==> src/rtl/q_learn_pkg.sv <==
// ============================================================================
// Module      : q_learn_pkg
// Description : Shared Q-learning constants, widths and FSM state encoding.
// Revision    : 1.0
// ============================================================================
`default_nettype none

package q_learn_pkg;
    localparam int          N_STATES  = 37;
    localparam int          N_ACTIONS = 4;
    localparam int          Q_W       = 32;
    localparam int          STATE_W   = 6;
    localparam int          ACTION_W  = 3;
    localparam logic [15:0] LFSR_SEED = 16'hACE1;

    typedef enum logic [1:0] {
        S_IDLE  = 2'd0,
        S_FETCH = 2'd1,
        S_LAST  = 2'd2,
        S_DONE  = 2'd3
    } as_state_e;
endpackage

`default_nettype wire

==> src/rtl/action_select_if.sv <==
// ============================================================================
// Module      : action_select_if
// Description : Lookup request, Q-table read port and result bundle.
// Revision    : 1.0
// ============================================================================
`default_nettype none

interface action_select_if;
    import q_learn_pkg::*;

    logic                start;
    logic [STATE_W-1:0]  maze_state;
    logic [STATE_W-1:0]  q_rd_state;
    logic [ACTION_W-1:0] q_rd_action;
    logic [Q_W-1:0]      q_rd_data;
    logic                busy;
    logic                done;
    logic [Q_W-1:0]      max_Q;
    logic [ACTION_W-1:0] best_action;
    logic [ACTION_W-1:0] action;
    logic                explore;
    logic                err;

    modport master (
        output start, maze_state, q_rd_data,
        input  q_rd_state, q_rd_action, busy, done, max_Q, best_action, action, explore, err
    );

    modport slave (
        input  start, maze_state, q_rd_data,
        output q_rd_state, q_rd_action, busy, done, max_Q, best_action, action, explore, err
    );
endinterface

`default_nettype wire

==> src/rtl/action_select_lfsr16.sv <==
// ============================================================================
// Module      : lfsr16
// Description : Free-running 16-bit Fibonacci LFSR, x^16+x^14+x^13+x^11+1.
// Revision    : 1.0
// ============================================================================
`default_nettype none

module lfsr16 #(
    parameter logic [15:0] SEED = 16'hACE1
) (
    input  wire logic       clk,
    input  wire logic       rst,
    output logic      [9:0] next_lo_o
);
    logic [15:0] lfsr_q;
    logic [15:0] lfsr_d;

    assign lfsr_d = {lfsr_q[0] ^ lfsr_q[2] ^ lfsr_q[3] ^ lfsr_q[5], lfsr_q[15:1]};

    always_ff @(posedge clk or negedge rst) begin
        if (!rst) begin
            lfsr_q <= SEED;
        end else begin
            lfsr_q <= lfsr_d;
        end
    end

    // Expose the value the register will hold next cycle.
    assign next_lo_o = lfsr_d[9:0];
endmodule

`default_nettype wire

==> src/rtl/action_select.sv <==
// ============================================================================
// Module      : action_select
// Description : Argmax over one Q-table row with optional epsilon-greedy
//               exploration (enabled by ACTION_SELECT_EXPLORE_EN).
// Revision    : 1.0
// ============================================================================
`default_nettype none

module action_select
    import q_learn_pkg::*;
#(
    parameter int         N_STATES  = q_learn_pkg::N_STATES,
    parameter int         N_ACTIONS = q_learn_pkg::N_ACTIONS,
    parameter logic [7:0] EPS       = 8'd26
) (
    input  wire logic      clk,
    input  wire logic      rst,
    action_select_if.slave bus
);
    as_state_e             state_q, state_d;
    logic [STATE_W-1:0]    lat_state_q, lat_state_d;
    logic [ACTION_W-1:0]   cnt_q, cnt_d;
    logic                  rd_vld_q;
    logic [ACTION_W-1:0]   rd_idx_q;
    logic signed [Q_W-1:0] run_max_q;
    logic [ACTION_W-1:0]   run_best_q;
    logic signed [Q_W-1:0] max_q;
    logic [ACTION_W-1:0]   best_q;
    logic [ACTION_W-1:0]   action_q;
    logic                  explore_q;
    logic                  err_q;
    logic                  load_res;
    logic                  load_err;
    logic                  w_take;
    logic signed [Q_W-1:0] w_max;
    logic [ACTION_W-1:0]   w_best;
    logic [9:0]            w_rnd;
    logic                  w_explore;

`ifdef ACTION_SELECT_EXPLORE_EN
    localparam bit EXPLORE_EN = 1'b1;

    lfsr16 #(
        .SEED      (LFSR_SEED)
    ) u_lfsr (
        .clk       (clk),
        .rst       (rst),
        .next_lo_o (w_rnd)
    );
`else
    localparam bit EXPLORE_EN = 1'b0;

    assign w_rnd = '0;
`endif

    assign w_explore = EXPLORE_EN && (w_rnd[7:0] < EPS);

    // Action 0 always seeds the maximum; strict > keeps the lowest index on ties.
    assign w_take = rd_vld_q && ((rd_idx_q == '0) || ($signed(bus.q_rd_data) > run_max_q));
    assign w_max  = w_take ? $signed(bus.q_rd_data) : run_max_q;
    assign w_best = w_take ? rd_idx_q : run_best_q;

    always_comb begin
        state_d     = state_q;
        lat_state_d = lat_state_q;
        cnt_d       = cnt_q;
        load_res    = 1'b0;
        load_err    = 1'b0;
        case (state_q)
            S_IDLE: begin
                if (bus.start) begin
                    lat_state_d = bus.maze_state;
                    cnt_d       = '0;
                    if (int'(bus.maze_state) >= N_STATES) begin
                        state_d  = S_DONE;
                        load_err = 1'b1;
                    end else begin
                        state_d = S_FETCH;
                    end
                end
            end
            S_FETCH: begin
                cnt_d = cnt_q + 1'b1;
                if (cnt_q == ACTION_W'(N_ACTIONS - 1)) begin
                    state_d = S_LAST;
                end
            end
            S_LAST: begin
                state_d  = S_DONE;
                load_res = 1'b1;
            end
            S_DONE: begin
                state_d = S_IDLE;
            end
            default: begin
                state_d = S_IDLE;
            end
        endcase
    end

    always_ff @(posedge clk or negedge rst) begin
        if (!rst) begin
            state_q     <= S_IDLE;
            lat_state_q <= '0;
            cnt_q       <= '0;
            rd_vld_q    <= 1'b0;
            rd_idx_q    <= '0;
            run_max_q   <= '0;
            run_best_q  <= '0;
            max_q       <= '0;
            best_q      <= '0;
            action_q    <= '0;
            explore_q   <= 1'b0;
            err_q       <= 1'b0;
        end else begin
            state_q     <= state_d;
            lat_state_q <= lat_state_d;
            cnt_q       <= cnt_d;
            rd_vld_q    <= (state_q == S_FETCH);
            rd_idx_q    <= cnt_q;
            run_max_q   <= w_max;
            run_best_q  <= w_best;
            if (load_res) begin
                max_q     <= w_max;
                best_q    <= w_best;
                explore_q <= w_explore;
                action_q  <= w_explore ? {1'b0, w_rnd[9:8]} : w_best;
                err_q     <= 1'b0;
            end else if (load_err) begin
                max_q     <= '0;
                best_q    <= '0;
                explore_q <= 1'b0;
                action_q  <= '0;
                err_q     <= 1'b1;
            end
        end
    end

    assign bus.busy        = (state_q != S_IDLE);
    assign bus.done        = (state_q == S_DONE);
    assign bus.q_rd_state  = (state_q == S_FETCH) ? lat_state_q : '0;
    assign bus.q_rd_action = (state_q == S_FETCH) ? cnt_q : '0;
    assign bus.max_Q       = max_q;
    assign bus.best_action = best_q;
    assign bus.action      = action_q;
    assign bus.explore     = explore_q;
    assign bus.err         = err_q;
endmodule

`default_nettype wire
==> src/flat_wrapper.sv <==
// flat-port wrapper written by rule: the top's interface ports become plain ports
module action_select_flat import q_learn_pkg::*;
#(
    parameter int         N_STATES  = q_learn_pkg::N_STATES,
    parameter int         N_ACTIONS = q_learn_pkg::N_ACTIONS,
    parameter logic [7:0] EPS       = 8'd26
)
  (clk, rst, bus_start, bus_maze_state, bus_q_rd_data, bus_q_rd_state, bus_q_rd_action, bus_busy, bus_done, bus_max_Q, bus_best_action, bus_action, bus_explore, bus_err);
  action_select_if bus_i ();
  input  wire logic clk;
  input  wire logic rst;
  input wire logic [$bits(bus_i.start)-1:0] bus_start;
  input wire logic [$bits(bus_i.maze_state)-1:0] bus_maze_state;
  input wire logic [$bits(bus_i.q_rd_data)-1:0] bus_q_rd_data;
  output wire logic [$bits(bus_i.q_rd_state)-1:0] bus_q_rd_state;
  output wire logic [$bits(bus_i.q_rd_action)-1:0] bus_q_rd_action;
  output wire logic [$bits(bus_i.busy)-1:0] bus_busy;
  output wire logic [$bits(bus_i.done)-1:0] bus_done;
  output wire logic [$bits(bus_i.max_Q)-1:0] bus_max_Q;
  output wire logic [$bits(bus_i.best_action)-1:0] bus_best_action;
  output wire logic [$bits(bus_i.action)-1:0] bus_action;
  output wire logic [$bits(bus_i.explore)-1:0] bus_explore;
  output wire logic [$bits(bus_i.err)-1:0] bus_err;
  assign bus_i.start = bus_start;
  assign bus_i.maze_state = bus_maze_state;
  assign bus_i.q_rd_data = bus_q_rd_data;
  assign bus_q_rd_state = bus_i.q_rd_state;
  assign bus_q_rd_action = bus_i.q_rd_action;
  assign bus_busy = bus_i.busy;
  assign bus_done = bus_i.done;
  assign bus_max_Q = bus_i.max_Q;
  assign bus_best_action = bus_i.best_action;
  assign bus_action = bus_i.action;
  assign bus_explore = bus_i.explore;
  assign bus_err = bus_i.err;
  action_select #(.N_STATES(N_STATES), .N_ACTIONS(N_ACTIONS), .EPS(EPS)) u_core (.clk(clk), .rst(rst), .bus(bus_i));
endmodule
==> config.mk <==
export PLATFORM = sky130hd
export DESIGN_NAME = action_select_flat
export DESIGN_NICKNAME = d
export VERILOG_FILES = /design/src/rtl/q_learn_pkg.sv /design/src/rtl/action_select_if.sv /design/src/rtl/action_select_lfsr16.sv /design/src/rtl/action_select.sv /design/src/flat_wrapper.sv
export SDC_FILE = /design/constraint.sdc
export NUM_CORES = 1
export LEC_CHECK = 0
export BUFFER_PORTS_ARGS = -buffer_cell sky130_fd_sc_hd__buf_2
export CAP_MARGIN = 20
export CORE_MARGIN = 2
export CORE_UTILIZATION = 44
export DETAILED_ROUTE_END_ITERATION = 10
export HOLD_SLACK_MARGIN = 0.12
export PLACE_DENSITY = 0.76
export SYNTH_ARGS = -nofsm -noshare
export SYNTH_HDL_FRONTEND = slang
export SYNTH_HIERARCHICAL = 1
export SYNTH_SLANG_ARGS = --single-unit
==> constraint.sdc <==
create_clock -name clk -period 3.8 [get_ports clk]
set_clock_uncertainty 0.1 [all_clocks]
set_input_delay 0.38 -clock clk [delete_from_list [all_inputs] [get_ports clk]]
set_output_delay 0.38 -clock clk [all_outputs]
set_load 0.01 [all_outputs]
==> results of run 1 <==
## critical path: stages, from the launching register on
cell     delay (ns)
dfrtp_1        0.37
inv_1          0.06
ha_1           0.33
nand4_1        0.19
nor3_1         0.08
a22o_1         0.21
or4_1          0.46
or3_4          0.36
o31ai_4        0.07
or2_2          0.37
buf_4          0.40
o21ai_0        0.16
## cell families (layout without fill, tap and decap cells)
family | count (synthesis) | after routing | share of synthesized area [%]
compound gates | 168 | 168 | 22.0
xor+xnor | 2 | 2 | 0.359
fa+ha+maj | 38 | 38 | 9.75
buf+inv | 80 | 154 | 6.80
flops | 86 | 86 | 44.1
mux | 10 | 10 | 2.62
other cells | 1 | 1 | 0.0769
simple gates | 123 | 123 | 14.3
## worst paths after layout
kind	startpoint	end	slack [ns]	cells past startpoint
setup / recovery	u_core/run_max_q[31]$_DFF_PN0_	u_core/run_max_q[4]$_DFF_PN0_	0.52	11
setup reg to reg	u_core/run_max_q[31]$_DFF_PN0_	u_core/run_max_q[4]$_DFF_PN0_	0.52	11
min in group asynchronous	rst	u_core/bus.max_Q[10]$_DFFE_PN0P_	0.56	2
max in group asynchronous	rst	u_core/run_max_q[28]$_DFF_PN0_	2.19	3
hold reg to reg	u_core/cnt_q[1]$_DFFE_PN0P_	u_core/rd_idx_q[1]$_DFF_PN0_	0.35	0
hold / removal	bus_maze_state[1]	u_core/lat_state_q[1]$_DFFE_PN0P_	0.18	2
## state kept, by name, indices dropped and copies added, names as in the netlist
register,count
u_core/lat_state_q,6
u_core/bus.action,3
u_core/bus.max_Q,32
u_core/bus.err,1
u_core/run_max_q,32
u_core/rd_vld_q,1
u_core/run_best_q,3
u_core/rd_idx_q,3
u_core/state_q,2
u_core/cnt_q,3
## through the flow
stage | instances | util [%] | hold WS [ns] | total power, W | cell area (µm²)
floorplan | 508 | - | -0.0156 | 0.00325 | 4880
global placement | 706 | 49.8 | 0.318 | 0.00380 | 5400
detailed placement | 706 | 49.8 | 0.338 | 0.00393 | 5400
CTS | 722 | 52.1 | 0.163 | 0.00472 | 5640
global route | 722 | 52.1 | 0.163 | 0.00512 | 5640
finish | 722 | 52.1 | 0.177 | 0.00471 | 5640
## cells in the mapped netlist, types with 2 or more instances
cell type	instances
mux2_2	6
buf_2	7
ha_1	38
buf_4	4
nand3b_1	35
a21oi_1	19
o211ai_1	67
dfrtp_1	86
nand3_1	5
clkbuf_1	28
inv_1	40
nor2_1	5
nor2b_1	2
o21ai_0	67
nand2_1	48
nand4_1	8
o21ai_1	2
mux2_4	4
and2_1	10
## placed cells by master, fill, tap and decap left out, types with 9 or more instances in the layout
cell,n
o21ai_0,67
o211ai_1,67
and2_1,10
buf_4,9
ha_1,37
nand3b_1,35
buf_2,89
dfrtp_1,86
nand2_1,48
clkbuf_8,10
a21oi_1,19
inv_1,40
## final cells by class
class | instances | share of cell area (%)
clock buffer | 11 | 2.50
tap | 140 | 3.10
timing repair buffer | 99 | 9.27
clock inverter | 4 | 1.68
inverter | 40 | 2.66
multi-input combinational | 342 | 42.7
sequential | 86 | 38.1
## per-layer routing
layer / vias to the layer above / track usage (%)
met5: - / 0
met4: 0 / 5.06
met3: 17 / 3.89
met2: 127 / 35.5
met1: 2044 / 28.1
li1: 1956 / -
## where the power goes
part	total, W	switching [W]	internal, W
registers	0.00159	0.000245	0.00134
clock network	0.000770	0.000319	0.000451
logic	0.00235	0.00143	0.000920
## timing repair
item | in CTS | in global routing
hold buffers | 1 | 0
endpoints found under the setup margin | 0 | 0
endpoints found under the hold margin | 61 | 0
gates resized for setup | 0 | 0
==> out/qor.yml, run 1 <==
gp_congestion: 0.831
cts_setup_buffers: 0
clkTransAtPathRegs_ns: 0.08
insertion_delay_ns: 0.35
synthCells: 508
hpwl_um: 8070
multi_input_area_mm2: 0.00241
die_h_um: 109
required_ns: 3.92
hold_class: "in -> reg"
vias: 4144
grt_pass1_vias: 4190
synth_ff_type: "dfrtp_1"
ir_drop_uv: 446
drv_cap: 0
num-nets-final: 657
cts_buffer_depth: 2
io_pins: 92
wl_per_cell_um: 16.5
fin_ws_ns: 0.515
route.top_layer_used: "met4"
syn_area_per_cell_um2: 9.60
startpoint_type: "register"
wl_met2_um: 5860
period_needed_ns: 3.28
synthTopCellsByArea: "dfrtp_1 44%, o211ai_1 10%, ha_1 9.7%"
grt_pass1_wl_um: 20100
yosys.cell_types.count: 46
yosysTopAreaCellShare_pct: 44.1
grt_use_total_pct: 21.0
rsz0062_at_grt: "false"
max_slew_margin_pct: 28.3
cts.sinks: 86
synthArstFlopShare_pct: 100
viasPerCell: 5.74
syn_to_final_growth_pct: 15.7
initial_core_util_pct: 45.0
tightest_slew_ns: 1.07
tns_ns: 0
drive_above_1_share_pct: 22.3
register_area_mm2: 0.00215
first_pass_iters: 4
core_area_mm2: 0.0108
synth_top_area_cell: "dfrtp_1"
portBuffers: 90
yosysWarningCount: 6
antenna_left: 0
arrival_ns: 3.40
cp_max_fo: 34
worstSetupPathType: "reg -> reg"
wl_met3_um: 589
row_count: 38
seq_area_frac_synth_pct: 44.1
pre_cts_ws_ns: 0.438
cp-end-kind: "register"
fp.dieW_um: 109
fp.dieArea_mm2: 0.0119
synth_seq_cells: 86
n_antenna_cell: 0
fmax_ghz: 0.304
ctsRootBufferMaster: "clkbuf_8"
synth_enable_flop_cells: 0
syn_nets: 587
wirelength_um: 11900
cts_made_buffers: 9
power_density_mw_per_mm2: 834
period_share_pct: 86.4
leakagePower_nw: 2.57
drt_iter0_drc: 243
finalSetupViolCount: 0
route.detailed.drc: 0
status: "finished clean"
synthesis.area_mm2: 0.00488
finalMaxSlewViolations: 0
cts_tree: "done"
wl_met1_um: 5300
htreeDepth: 3
nFillCells: 1031
antenna_found_initial: 0
final-hold-violation-count: 0
grt_max_degree: 64
grt_overflow: 0
Note: power is estimated with default switching activity, not from simulation.
==> inputs of run 2 (changes only) <==
CORE_UTILIZATION = 55   (was 44)
PLACE_DENSITY = 0.89   (was 0.76)
==> out/qor.yml, run 2 (synthesized netlist as in run 1, its figures left out) <==
status: "finished clean"
cp_max_fo: 38
drive_above_1_share_pct: 22.5
drt_iter0_drc: 322
first_pass_iters: 5
grt_pass1_vias: 4091
max_slew_margin_pct: 43.1
gp_congestion: 0.780
period_share_pct: 87.5
finalMaxSlewViolations: 0
fp.dieArea_mm2: 0.00964
fmax_ghz: 0.301
cts_buffer_depth: 2
final-hold-violation-count: 0
grt_overflow: 0
wirelength_um: 11200
grt_use_total_pct: 24.2
vias: 4152
drv_cap: 0
cts_tree: "done"
core_area_mm2: 0.00868
ir_drop_uv: 451
cp_cell_sequence: "inv_1 -> ha_1 -> nand4_1 -> nor3_1 -> a22o_1 -> or4_1 -> or3_4 -> o31ai_4 -> or2_2 -> buf_4 -> o21ai_0"
postCtsHoldBufs: 0
max_stage_delay_ns: 0.45
placed_cell_area_mm2: 0.00534
required_ns: 3.91
tightest_slew_ns: 0.850
tns_ns: 0
grt_pass1_wl_um: 19300
slowest_stage: "or4_1"
viasPerCell: 6.02
finalSetupViolCount: 0
n_antenna_cell: 0
io_pins: 92
clkTransAtPathRegs_ns: 0.09
insertion_delay_ns: 0.36
power_density_mw_per_mm2: 834
hpwl_um: 7410
fp.dieW_um: 98.2
period_needed_ns: 3.32
route.detailed.drc: 0
ctsRootBufferMaster: "clkbuf_8"
mostFrequentLayoutCells: "89 x buf_2, 86 x dfrtp_1, 67 x o21ai_0, 67 x o211ai_1, 48 x nand2_1"
syn_to_final_growth_pct: 15.2
final_common_cell: "buf_2"
die_h_um: 98.2
antenna_left: 0
worstSetupPathType: "reg -> reg"
htreeDepth: 3
startpoint_type: "register"
rsz0062_at_grt: "false"
leakagePower_nw: 2.56
nFillCells: 697
hold_class: "in -> reg"
antenna_found_initial: 0
initial_core_util_pct: 56.2
hold_ws_ns: 0.161
cts.sinks: 86
cp-end-kind: "register"
row_count: 34
cts-resized-gates: 0
wl_per_cell_um: 16.2
grt_max_degree: 87
cts_setup_buffers: 0
num-nets-final: 656
arrival_ns: 3.44
cts_made_buffers: 9
fin_area_mm2: 0.00562
portBuffers: 90
==> run 2: final cells by class <==
type / instances / area [µm²] / area share, %
Sequential cell: 86 / 2150 / 38.3
Multi-Input combinational cell: 342 / 2410 / 42.8
Timing Repair Buffer: 98 / 528 / 9.40
Tap cell: 108 / 135 / 2.40
Clock inverter: 7 / 123 / 2.18
Clock buffer: 9 / 124 / 2.20
Inverter: 40 / 150 / 2.67
==> run 2: metal layers <==
layer,part of all wire (%),wire (µm),global-route usage (%)
met4,1.7,187,7.90
met3,5.8,648,4.80
met2,50,5600,39.9
met1,42,4730,32.4
met5,0,0,0
==> run 2: critical path, delay by kind of cell (launching register included) <==
kind / cells / cell delay, ns
flip-flops: 1 / 0.38
AO/OA/AOI/OAI: 3 / 0.45
AND/OR/NAND/NOR: 5 / 1.46
adder cells (fa/ha/maj): 1 / 0.31
buffers and inverters: 2 / 0.47
==> run 2: per-stage QoR <==
step	std cells	worst slack (ns)	utilization [%]	total power, W
after floorplan	508	0.883	-	0.00325
after global placement	672	0.502	61.6	0.00376
after detailed placement	672	0.432	61.6	0.00388
after CTS	688	0.535	64.4	0.00468
after global routing	690	0.337	64.7	0.00507
final	690	0.476	64.7	0.00468
==> run 2: worst paths after layout <==
kind | cells past startpoint | end | from | slack [ns]
worst max register to register | 11 | u_core/run_max_q[30]$_DFF_PN0_ | u_core/run_max_q[30]$_DFF_PN0_ | 0.48
worst max-delay path | 11 | u_core/run_max_q[30]$_DFF_PN0_ | u_core/run_max_q[30]$_DFF_PN0_ | 0.48
min in group asynchronous | 2 | u_core/bus.max_Q[7]$_DFFE_PN0P_ | rst | 0.43
worst min register to register | 0 | u_core/rd_idx_q[1]$_DFF_PN0_ | u_core/cnt_q[1]$_DFFE_PN0P_ | 0.33
max in group asynchronous | 3 | u_core/bus.action[1]$_DFFE_PN0P_ | rst | 2.55
worst min-delay path | 2 | u_core/lat_state_q[0]$_DFFE_PN0P_ | bus_maze_state[0] | 0.16
==> run 2: power by group <==
part	switching (W)	internal (W)
Sequential	0.000241	0.00134
Clock	0.000342	0.000438
Combinational	0.00141	0.000915
Total	0.00199	0.00269
==> inputs of run 3 (changes only) <==
clock period = 3.51 ns   (was 3.8 ns; I/O delays follow)
==> out/qor.yml, run 3 (synthesized netlist as in run 1, its figures left out) <==
status: "finished clean"
required_ns: 3.63
ctsRootBufferMaster: "clkbuf_8"
startpoint_type: "register"
portBuffers: 90
ir_drop_uv: 518
finalSetupViolCount: 0
max_slew_margin_pct: 43.0
cts_tree: "done"
wirelength_um: 11500
cts_setup_buffers: 0
initial_core_util_pct: 56.2
hold_class: "in -> reg"
gp_congestion: 0.795
grt_pass1_wl_um: 19500
n_antenna_cell: 0
htreeDepth: 3
fmax_ghz: 0.302
grt_use_total_pct: 24.5
fp.dieArea_mm2: 0.00964
period_share_pct: 94.4
fp.dieW_um: 98.2
cts_made_buffers: 9
final-hold-violation-count: 0
cts.sinks: 86
finalPower_w: 0.00509
antenna_found_initial: 0
hpwl_um: 7790
core_area_mm2: 0.00868
arrival_ns: 3.43
cts_buffer_depth: 2
insertion_delay_ns: 0.36
viasPerCell: 6.04
row_count: 34
clkTransAtPathRegs_ns: 0.08
final_common_cell: "buf_2"
cp_max_fo: 30
hold_ws_ns: 0.138
antenna_left: 0
wl_per_cell_um: 16.7
power_density_mw_per_mm2: 904
num-nets-final: 658
drv_cap: 0
numPlacedInstances: 674
grt_overflow: 0
io_pins: 92
drive_above_1_share_pct: 22.3
mostFrequentLayoutCells: "89 x buf_2, 86 x dfrtp_1, 67 x o21ai_0, 67 x o211ai_1, 48 x nand2_1"
cts-resized-gates: 0
worstSetupPathType: "reg -> reg"
tns_ns: 0
postCtsHoldBufs: 0
syn_to_final_growth_pct: 15.4
leakagePower_nw: 2.57
instances_no_fill: 690
cp-end-kind: "register"
route.detailed.drc: 0
rsz0062_at_grt: "false"
grt_max_degree: 87
drt_iter0_drc: 299
die_h_um: 98.2
tightest_slew_ns: 0.855
reg2reg_slack_ns: 0.20
grt_pass1_vias: 4066
vias: 4170
nFillCells: 688
period_needed_ns: 3.31
first_pass_iters: 5
finalMaxSlewViolations: 0
-- run 3: metrics by stage --
stage	util, %	instance area, µm²	setup slack [ns]
detailed placement	61.8	5370	0.187
global route	64.9	5630	0.0353
floorplan	-	4880	0.619
CTS	64.4	5590	0.254
global placement	61.6	5350	0.271
finish	64.9	5630	0.198
-- run 3: where the power goes --
part	internal (W)	leakage [nW]	switching, W
Combinational	0.00100	1.38	0.00155
Clock	0.000465	0.108	0.000345
Sequential	0.00145	1.08	0.000269
Total	0.00292	2.57	0.00217
-- run 3: final cells by class --
class | count | area, µm² | share of cell area, %
inverter | 40 | 150 | 2.67
tap | 108 | 135 | 2.40
timing repair buffer | 100 | 558 | 9.92
clock buffer | 10 | 128 | 2.27
clock inverter | 4 | 97.6 | 1.73
multi-input combinational | 342 | 2410 | 42.8
sequential | 86 | 2150 | 38.2
-- run 3: worst max-delay path, cell delays in order, from the launching register on --
cell and delay (ns):
dfrtp_1 0.37, inv_1 0.07, ha_1 0.32, nand4_1 0.20, nor3_1 0.09, a22o_1 0.21, or4_1 0.46, or3_4 0.36
o31ai_4 0.07, or2_2 0.39, buf_4 0.37, o21ai_0 0.16
-- run 3: final timing paths --
kind / start / to / depth (start not counted)
min in group asynchronous: rst / u_core/bus.max_Q[6]$_DFFE_PN0P_ / 2
min reg2reg: u_core/cnt_q[1]$_DFFE_PN0P_ / u_core/rd_idx_q[1]$_DFF_PN0_ / 0
max reg2reg: u_core/run_max_q[31]$_DFF_PN0_ / u_core/run_max_q[18]$_DFF_PN0_ / 11
max: u_core/run_max_q[31]$_DFF_PN0_ / u_core/run_max_q[18]$_DFF_PN0_ / 11
max in group asynchronous: rst / u_core/run_max_q[1]$_DFF_PN0_ / 3
min: bus_maze_state[3] / u_core/lat_state_q[3]$_DFFE_PN0P_ / 2
-- run 3: layer usage --
layer	vias up	track usage, %	share of wire, %	routed length (µm)
met5	-	0	0	0
met4	0	9.59	2.1	244
met3	23	3.87	5.4	625
met2	160	39.6	50	5730
met1	2022	33.6	43	4930
li1	1965	-	-	-
